## config.mk

```make
export PLATFORM = sky130hd
export DESIGN_NAME = fx_kport_pad
export DESIGN_NICKNAME = d
export VERILOG_FILES = /design/src/rtl/fx_kport_pkg.sv /design/src/rtl/fx_kport_sync.sv /design/src/rtl/fx_kport_pad.sv
export SDC_FILE = /design/constraint.sdc
export NUM_CORES = 1
export LEC_CHECK = 0
export BUFFER_PORTS_ARGS = -buffer_cell sky130_fd_sc_hd__buf_2
export CORE_MARGIN = 4
export CORE_UTILIZATION = 55
export CTS_CLUSTER_SIZE = 24
export DETAILED_ROUTE_END_ITERATION = 10
export GPL_TIMING_DRIVEN = 0
export PLACE_DENSITY = 0.82
export RECOVER_POWER = 50
export SETUP_SLACK_MARGIN = 0.1
export SLEW_MARGIN = 20
export SYNTH_ARGS = -nofsm -noshare
export SYNTH_HDL_FRONTEND = slang
export SYNTH_HIERARCHICAL = 1
export SYNTH_SLANG_ARGS = --single-unit
```

## constraint.sdc

```tcl
create_clock -name clk_i -period 8.6 [get_ports clk_i]
set_input_delay 0.43 -clock clk_i [delete_from_list [all_inputs] [get_ports clk_i]]
set_output_delay 0.43 -clock clk_i [all_outputs]
set_load 0.02 [all_outputs]
```

## src/rtl/fx_kport_pkg.sv

```systemverilog
// Shared types and constants for the PC-FX K-port pad endpoint.
// Holds the transfer FSM state encoding, the default word width and the
// controller ID nibble that a standard pad reports in bits 31:28.
package fx_kport_pkg;

    typedef enum logic [1:0] {
        IDLE = 2'd0,
        LOAD = 2'd1,
        XFER = 2'd2,
        DONE = 2'd3
    } kp_state_e;

    localparam int         KP_BITS_DEF = 32;
    localparam logic [3:0] KP_ID_PAD   = 4'hF;

endpackage

```

## src/rtl/fx_kport_sync.sv

```systemverilog
// N-stage input synchronizer with rise/fall pulses on the synchronized value.
// Latency: STAGES CE cycles to q_o; edge pulses are valid alongside the new q_o.
// No backpressure; pulses are consumed once per CE because the edge history only advances on CE.
//
// Ports: clk_i/res_i/ce_i  clock, sync active-high reset (honoured on CE), clock enable
//        d_i               asynchronous pin input
//        q_o               synchronized level
//        rise_o/fall_o     single-CE pulses on synchronized 0->1 / 1->0 transitions
module fx_kport_sync #(
    parameter int   STAGES  = 2,
    parameter logic RST_VAL = 1'b1
) (
    input  logic clk_i,
    input  logic res_i,
    input  logic ce_i,
    input  logic d_i,
    output logic q_o,
    output logic rise_o,
    output logic fall_o
);

    logic [STAGES-1:0] sync_q;
    logic              prev_q;

    always_ff @(posedge clk_i) begin
        if (ce_i) begin
            if (res_i) begin
                sync_q <= {STAGES{RST_VAL}};
                prev_q <= RST_VAL;
            end else begin
                sync_q[0] <= d_i;
                for (int i = 1; i < STAGES; i++) begin
                    sync_q[i] <= sync_q[i-1];
                end
                prev_q <= sync_q[STAGES-1];
            end
        end
    end

    assign q_o    = sync_q[STAGES-1];
    assign rise_o =  q_o & ~prev_q;
    assign fall_o = ~q_o &  prev_q;

endmodule

```

## src/rtl/fx_kport_pad.sv

```systemverilog
// PC-FX keypad-port device endpoint: shifts PAD_DATA out LSB-first, or captures a host word.
// Latency: pin edge to kp_din_o update is SYNC_STAGES+1 CE cycles.
// No backpressure; the host strobes pace everything, and a latch-low at any time restarts the transfer.
//
// Ports: clk_i/res_i/ce_i   system clock, sync active-high reset (honoured on CE), clock enable
//        kp_latch_i         host latch strobe, active low
//        kp_clk_i           host shift clock, idle high
//        kp_rw_i            1 = host reads pad, 0 = host writes pad
//        kp_dout_i          host->pad data, active low
//        kp_din_o           pad->host data, active low
//        pad_data_i         live pad word (bit 0 first, ID in 31:28)
//        rx_data_o          last complete word received from the host
//        rx_valid_o         one-CE pulse when rx_data_o updates
//        busy_o             high while a transfer is in progress
module fx_kport_pad
    import fx_kport_pkg::*;
#(
    parameter int SYNC_STAGES = 2,
    parameter int KP_BITS     = KP_BITS_DEF
) (
    input  logic               clk_i,
    input  logic               res_i,
    input  logic               ce_i,
    input  logic               kp_latch_i,
    input  logic               kp_clk_i,
    input  logic               kp_rw_i,
    input  logic               kp_dout_i,
    output logic               kp_din_o,
    input  logic [KP_BITS-1:0] pad_data_i,
    output logic [KP_BITS-1:0] rx_data_o,
    output logic               rx_valid_o,
    output logic               busy_o
);

    localparam int               CW       = $clog2(KP_BITS) + 1;
    localparam logic [CW-1:0]    CNT_LAST = CW'(KP_BITS - 1);
    localparam logic [CW-1:0]    CNT_FULL = CW'(KP_BITS);

    // Synchronized pins and edge pulses
    logic latch_s, latch_rise, latch_fall;
    logic sclk_s, sclk_rise, sclk_fall;
    logic rw_s, rw_rise, rw_fall;
    logic dout_s, dout_rise, dout_fall;

    // Idle levels as reset values so no spurious edges appear after reset.
    fx_kport_sync #(.STAGES(SYNC_STAGES), .RST_VAL(1'b1)) u_sync_latch (
        .clk_i(clk_i), .res_i(res_i), .ce_i(ce_i), .d_i(kp_latch_i),
        .q_o(latch_s), .rise_o(latch_rise), .fall_o(latch_fall)
    );
    fx_kport_sync #(.STAGES(SYNC_STAGES), .RST_VAL(1'b1)) u_sync_clk (
        .clk_i(clk_i), .res_i(res_i), .ce_i(ce_i), .d_i(kp_clk_i),
        .q_o(sclk_s), .rise_o(sclk_rise), .fall_o(sclk_fall)
    );
    fx_kport_sync #(.STAGES(SYNC_STAGES), .RST_VAL(1'b1)) u_sync_rw (
        .clk_i(clk_i), .res_i(res_i), .ce_i(ce_i), .d_i(kp_rw_i),
        .q_o(rw_s), .rise_o(rw_rise), .fall_o(rw_fall)
    );
    fx_kport_sync #(.STAGES(SYNC_STAGES), .RST_VAL(1'b1)) u_sync_dout (
        .clk_i(clk_i), .res_i(res_i), .ce_i(ce_i), .d_i(kp_dout_i),
        .q_o(dout_s), .rise_o(dout_rise), .fall_o(dout_fall)
    );

    // Edge pulses that this endpoint has no use for.
    logic unused_edges;
    assign unused_edges = &{1'b0, latch_fall, sclk_s, rw_rise, rw_fall, dout_rise, dout_fall};

    kp_state_e         state_q, state_d;
    logic [KP_BITS-1:0] sr_q;
    logic [KP_BITS-1:0] rx_q;
    logic [KP_BITS-1:0] rx_data_q;
    logic [CW-1:0]      bitcnt_q;
    logic               dir_q;
    logic               rx_valid_q;

    // Transmit advances after the host has sampled (rising edge);
    // receive captures while the host holds data stable (falling edge).
    logic               shift_evt;
    logic               cnt_adv;
    logic [KP_BITS-1:0] rx_next;

    assign shift_evt = dir_q ? sclk_rise : sclk_fall;
    assign cnt_adv   = (bitcnt_q != CNT_FULL);
    assign rx_next   = {~dout_s, rx_q[KP_BITS-1:1]};

    // State register
    always_ff @(posedge clk_i) begin
        if (ce_i) begin
            if (res_i) begin
                state_q <= IDLE;
            end else begin
                state_q <= state_d;
            end
        end
    end

    // Next state: a low latch overrides everything, including a coincident clock edge.
    always_comb begin
        state_d = state_q;
        if (!latch_s) begin
            state_d = LOAD;
        end else begin
            case (state_q)
                IDLE: state_d = IDLE;
                LOAD: if (latch_rise) state_d = XFER;
                XFER: if (shift_evt && bitcnt_q == CNT_LAST) state_d = DONE;
                DONE: state_d = DONE;
                default: state_d = IDLE;
            endcase
        end
    end

    // Datapath
    always_ff @(posedge clk_i) begin
        if (ce_i) begin
            if (res_i) begin
                sr_q       <= '0;
                rx_q       <= '0;
                rx_data_q  <= '0;
                bitcnt_q   <= '0;
                dir_q      <= 1'b1;
                rx_valid_q <= 1'b0;
            end else begin
                rx_valid_q <= 1'b0;
                if (!latch_s) begin
                    // Track the live pad word until the latch releases; an abort
                    // lands here too, so a partial receive never reaches rx_data.
                    sr_q     <= pad_data_i;
                    bitcnt_q <= '0;
                    dir_q    <= rw_s;
                end else if (state_q == XFER && shift_evt && cnt_adv) begin
                    bitcnt_q <= bitcnt_q + 1'b1;
                    if (dir_q) begin
                        sr_q <= {1'b0, sr_q[KP_BITS-1:1]};
                    end else begin
                        rx_q <= rx_next;
                        if (bitcnt_q == CNT_LAST) begin
                            rx_data_q  <= rx_next;
                            rx_valid_q <= 1'b1;
                        end
                    end
                end
            end
        end
    end

    // Outputs
    always_comb begin
        kp_din_o = 1'b1;
        if ((state_q == LOAD || state_q == XFER) && dir_q) begin
            kp_din_o = ~sr_q[0];
        end
    end

    assign busy_o     = (state_q == XFER);
    assign rx_data_o  = rx_data_q;
    assign rx_valid_o = rx_valid_q;

endmodule
```

==> impl_table.tex <==
\begin{tabular}{lr}
\hline
Metric & Value \\
\hline
\multicolumn{2}{l}{\textbf{Floorplan}} \\
Initial Utilization & 0.577 \\
Top-level I/O count & 74 \\
Die Y-Extent & 99.0 um \\
Die footprint & 9790 sq um \\
Die width & 99.0 um \\
Core area & 7890 sq um \\
Std-Cell Rows & 32 \\
\multicolumn{2}{l}{\textbf{Global routing}} \\
Vias in the first global route & 2,693 \\
Initial antenna violation count & 0 \\
GRT Total Usage & 0.177 \\
Wire length of the first global-routing pass & 13,100 um \\
Largest net degree at the start of global routing & 21 \\
Grt ovf & 0 \\
\multicolumn{2}{l}{\textbf{Final layout}} \\
Diode insertion count for antenna repair & 0 \\
Multi-input gate area in the final layout & 1060 sq um \\
Most frequent cells in the layout & sky130\_fd\_sc\_hd\_\_edfxtp\_1, sky130\_fd\_sc\_hd\_\_buf\_2, sky130\_fd\_sc\_hd\_\_nor2\_1 \\
Most common cell after layout, fill and taps aside & sky130\_fd\_sc\_hd\_\_edfxtp\_1 \\
Register area & 3450 sq um \\
Share of layout cells above drive strength 1 & 0.230 \\
Number of nets in the layout & 428 \\
Cell Count, Final, Fillers Out & 498 \\
Fill cell instance count of the final layout & 516 \\
Area added between synthesis and finish & 24.7\% \\
Share of the core filled with cells in the final layout & 0.719 \\
Area of all placed cells without fillers & 5670 sq um \\
\multicolumn{2}{l}{\textbf{CTS}} \\
Post-cts repair resize count & 0 \\
Count of clock tree sinks & 115 \\
Clock-pin slew reported for the worst setup and hold paths after clock tree synthesis & 60 ps \\
Maximum buffer depth of the clock tree & 2 \\
TritonCTS buffer count & 17 \\
TritonCTS clock tree & done \\
Total number of H-tree levels & 4 \\
Clk Latency, worst-skew pair & 520 ps \\
Number of setup buffers added after CTS & 0 \\
Hold-fix buffer count after cts & 0 \\
Library cell used as clock root buffer & sky130\_fd\_sc\_hd\_\_clkbuf\_8 \\
\multicolumn{2}{l}{\textbf{Worst setup path}} \\
Critical Path AT & 2840 ps \\
Kind of launch point of the worst setup path & flip-flop \\
Endpoint type of the worst setup path & flip-flop \\
Most prevalent standard cell on the critical path & sky130\_fd\_sc\_hd\_\_inv\_1 \\
FF-to-FF setup slack & 5980 ps \\
Slowest cell on crit path & sky130\_fd\_sc\_hd\_\_o41ai\_4 \\
Max Fanout on Critical Path & 11 \\
Delay of the slowest critical-path stage & 550 ps \\
R2r worst-path depth & 7 \\
Startpoint-to-endpoint class of the critical path & flip-flop to flip-flop \\
Cell-by-cell trace of the critical path & inv\_1, ha\_1, inv\_1, a311o\_2, o41ai\_4, buf\_6, buf\_4 \\
Required @ worst endpoint & 8820 ps \\
\multicolumn{2}{l}{\textbf{Yosys}} \\
Synthesized area per cell & 16.0 sq um \\
Cell area after technology mapping & 4550 sq um \\
Syn nets & 330 \\
Gate count after technology mapping & 285 \\
Yosys warnings & 6 \\
\multicolumn{2}{l}{\textbf{Timing}} \\
Highest attainable clock frequency & 382 MHz \\
Number of hold violations in the final report & 0 \\
Measured slew at the worst slew-check pin & 865 ps \\
Tightest slew margin relative to the limit & 0.418 \\
Min Clock Period, post-route & 2620 ps \\
Count of pins over their slew limit & 0 \\
Setup TNS after final layout & 0 ps \\
Setup Viol. Count Final & 0 \\
Final period util & 0.305 \\
Layout Skew & 17.1 ps \\
Unrepaired setup endpoints after global routing & false \\
Post-route worst hold slack & 176 ps \\
\multicolumn{2}{l}{\textbf{Power and ir drop}} \\
Static leakage power & 0.00220 uW \\
Power per cell area & 245 nW/um\^{}2 \\
Worst vdd ir & 0.000169 V \\
\multicolumn{2}{l}{\textbf{Worst hold path}} \\
Path category of the worst min-delay check & primary input to flip-flop \\
Number of cells traversed by the worst hold path & 2 \\
\multicolumn{2}{l}{\textbf{Drt}} \\
Detail-routed via count per cell & 5.12 \\
Average wire per standard cell & 16.1 um \\
DRC viols & 0 \\
First-pass iteration count of the detailed router & 4 \\
Remaining antenna violation count & 0 \\
Post-detailed-routing wire length & 8010 um \\
Initial drt markers & 157 \\
Detailed-route via count & 2,550 \\
\multicolumn{2}{l}{\textbf{Placed design}} \\
\# placed instances & 466 \\
DP HPWL & 5460 um \\
Cell area after placement & 5160 sq um \\
Number of I/O port buffers & 73 \\
Routability congestion estimate & 0.804 \\
\multicolumn{2}{l}{\textbf{Outcome}} \\
Result of the run & finished, final reports clean \\
\multicolumn{2}{l}{\textbf{Run}} \\
Max-capacitance violation count & 0 \\
\hline
\end{tabular}
-- area by class of cell --
| class | count | share of cell area |
|---|---|---|
| Sequential cell | 115 | 0.609 |
| Multi-Input combinational cell | 153 | 0.188 |
| Timing Repair Buffer | 79 | 0.0732 |
| Clock buffer | 17 | 0.0730 |
| Clock inverter | 15 | 0.0236 |
| Tap cell | 102 | 0.0225 |
| Buffer | 12 | 0.00816 |
| Inverter | 5 | 0.00331 |
-- where the power goes --
part	switching (uW)	leakage [uW]	internal, uW
sequential	11.0	0.00111	654
clock	253	0.000262	384
combinational	55.3	0.000824	35.2
total	319	0.00220	1070
-- worst max-delay path: cells and delay by family, from the launching register on --
family / cells / cell delay (ps)
flip-flops: 1 / 440
buffers and inverters: 4 / 630
adder cells (fa/ha/maj): 1 / 280
AO/OA/AOI/OAI: 2 / 960
-- per-stage QoR --
| step | total power, uW | setup slack (ps) |
|---|---|---|
| global route | 1450 | 5940 |
| global placement | 758 | 3630 |
| detailed placement | 768 | 6040 |
| finish | 1390 | 5980 |
| floorplan | 729 | 4530 |
| CTS | 1410 | 6010 |
-- state kept, by name (all words and copies together) (netlist names) --
signal / count
u_sync_latch/prev_q: 1
u_sync_clk/sync_q: 2
u_sync_latch/sync_q: 2
dir_q: 1
bitcnt_q: 6
u_sync_rw/sync_q: 2
u_sync_clk/prev_q: 1
rx_q: 31
rx_valid_o: 1
state_q: 2
rx_data_o: 32
sr_q: 32
u_sync_dout/sync_q: 2
-- per-layer routing --
metal,up-vias,track usage,wire length (um)
li1,1233,-,-
met1,1212,0.210,3340
met2,90,0.277,3890
met3,15,0.0793,632
met4,0,0.0809,138
met5,-,0,0
-- final timing paths --
check                                to                  start
setup / recovery           rx_data_o[3]             state_q[0]
hold / removal    u_sync_dout/sync_q[0]              kp_dout_i
setup reg to reg           rx_data_o[3]             state_q[0]
hold reg to reg   u_sync_dout/sync_q[1]  u_sync_dout/sync_q[0]
Note: power is estimated with default switching activity, not from simulation.
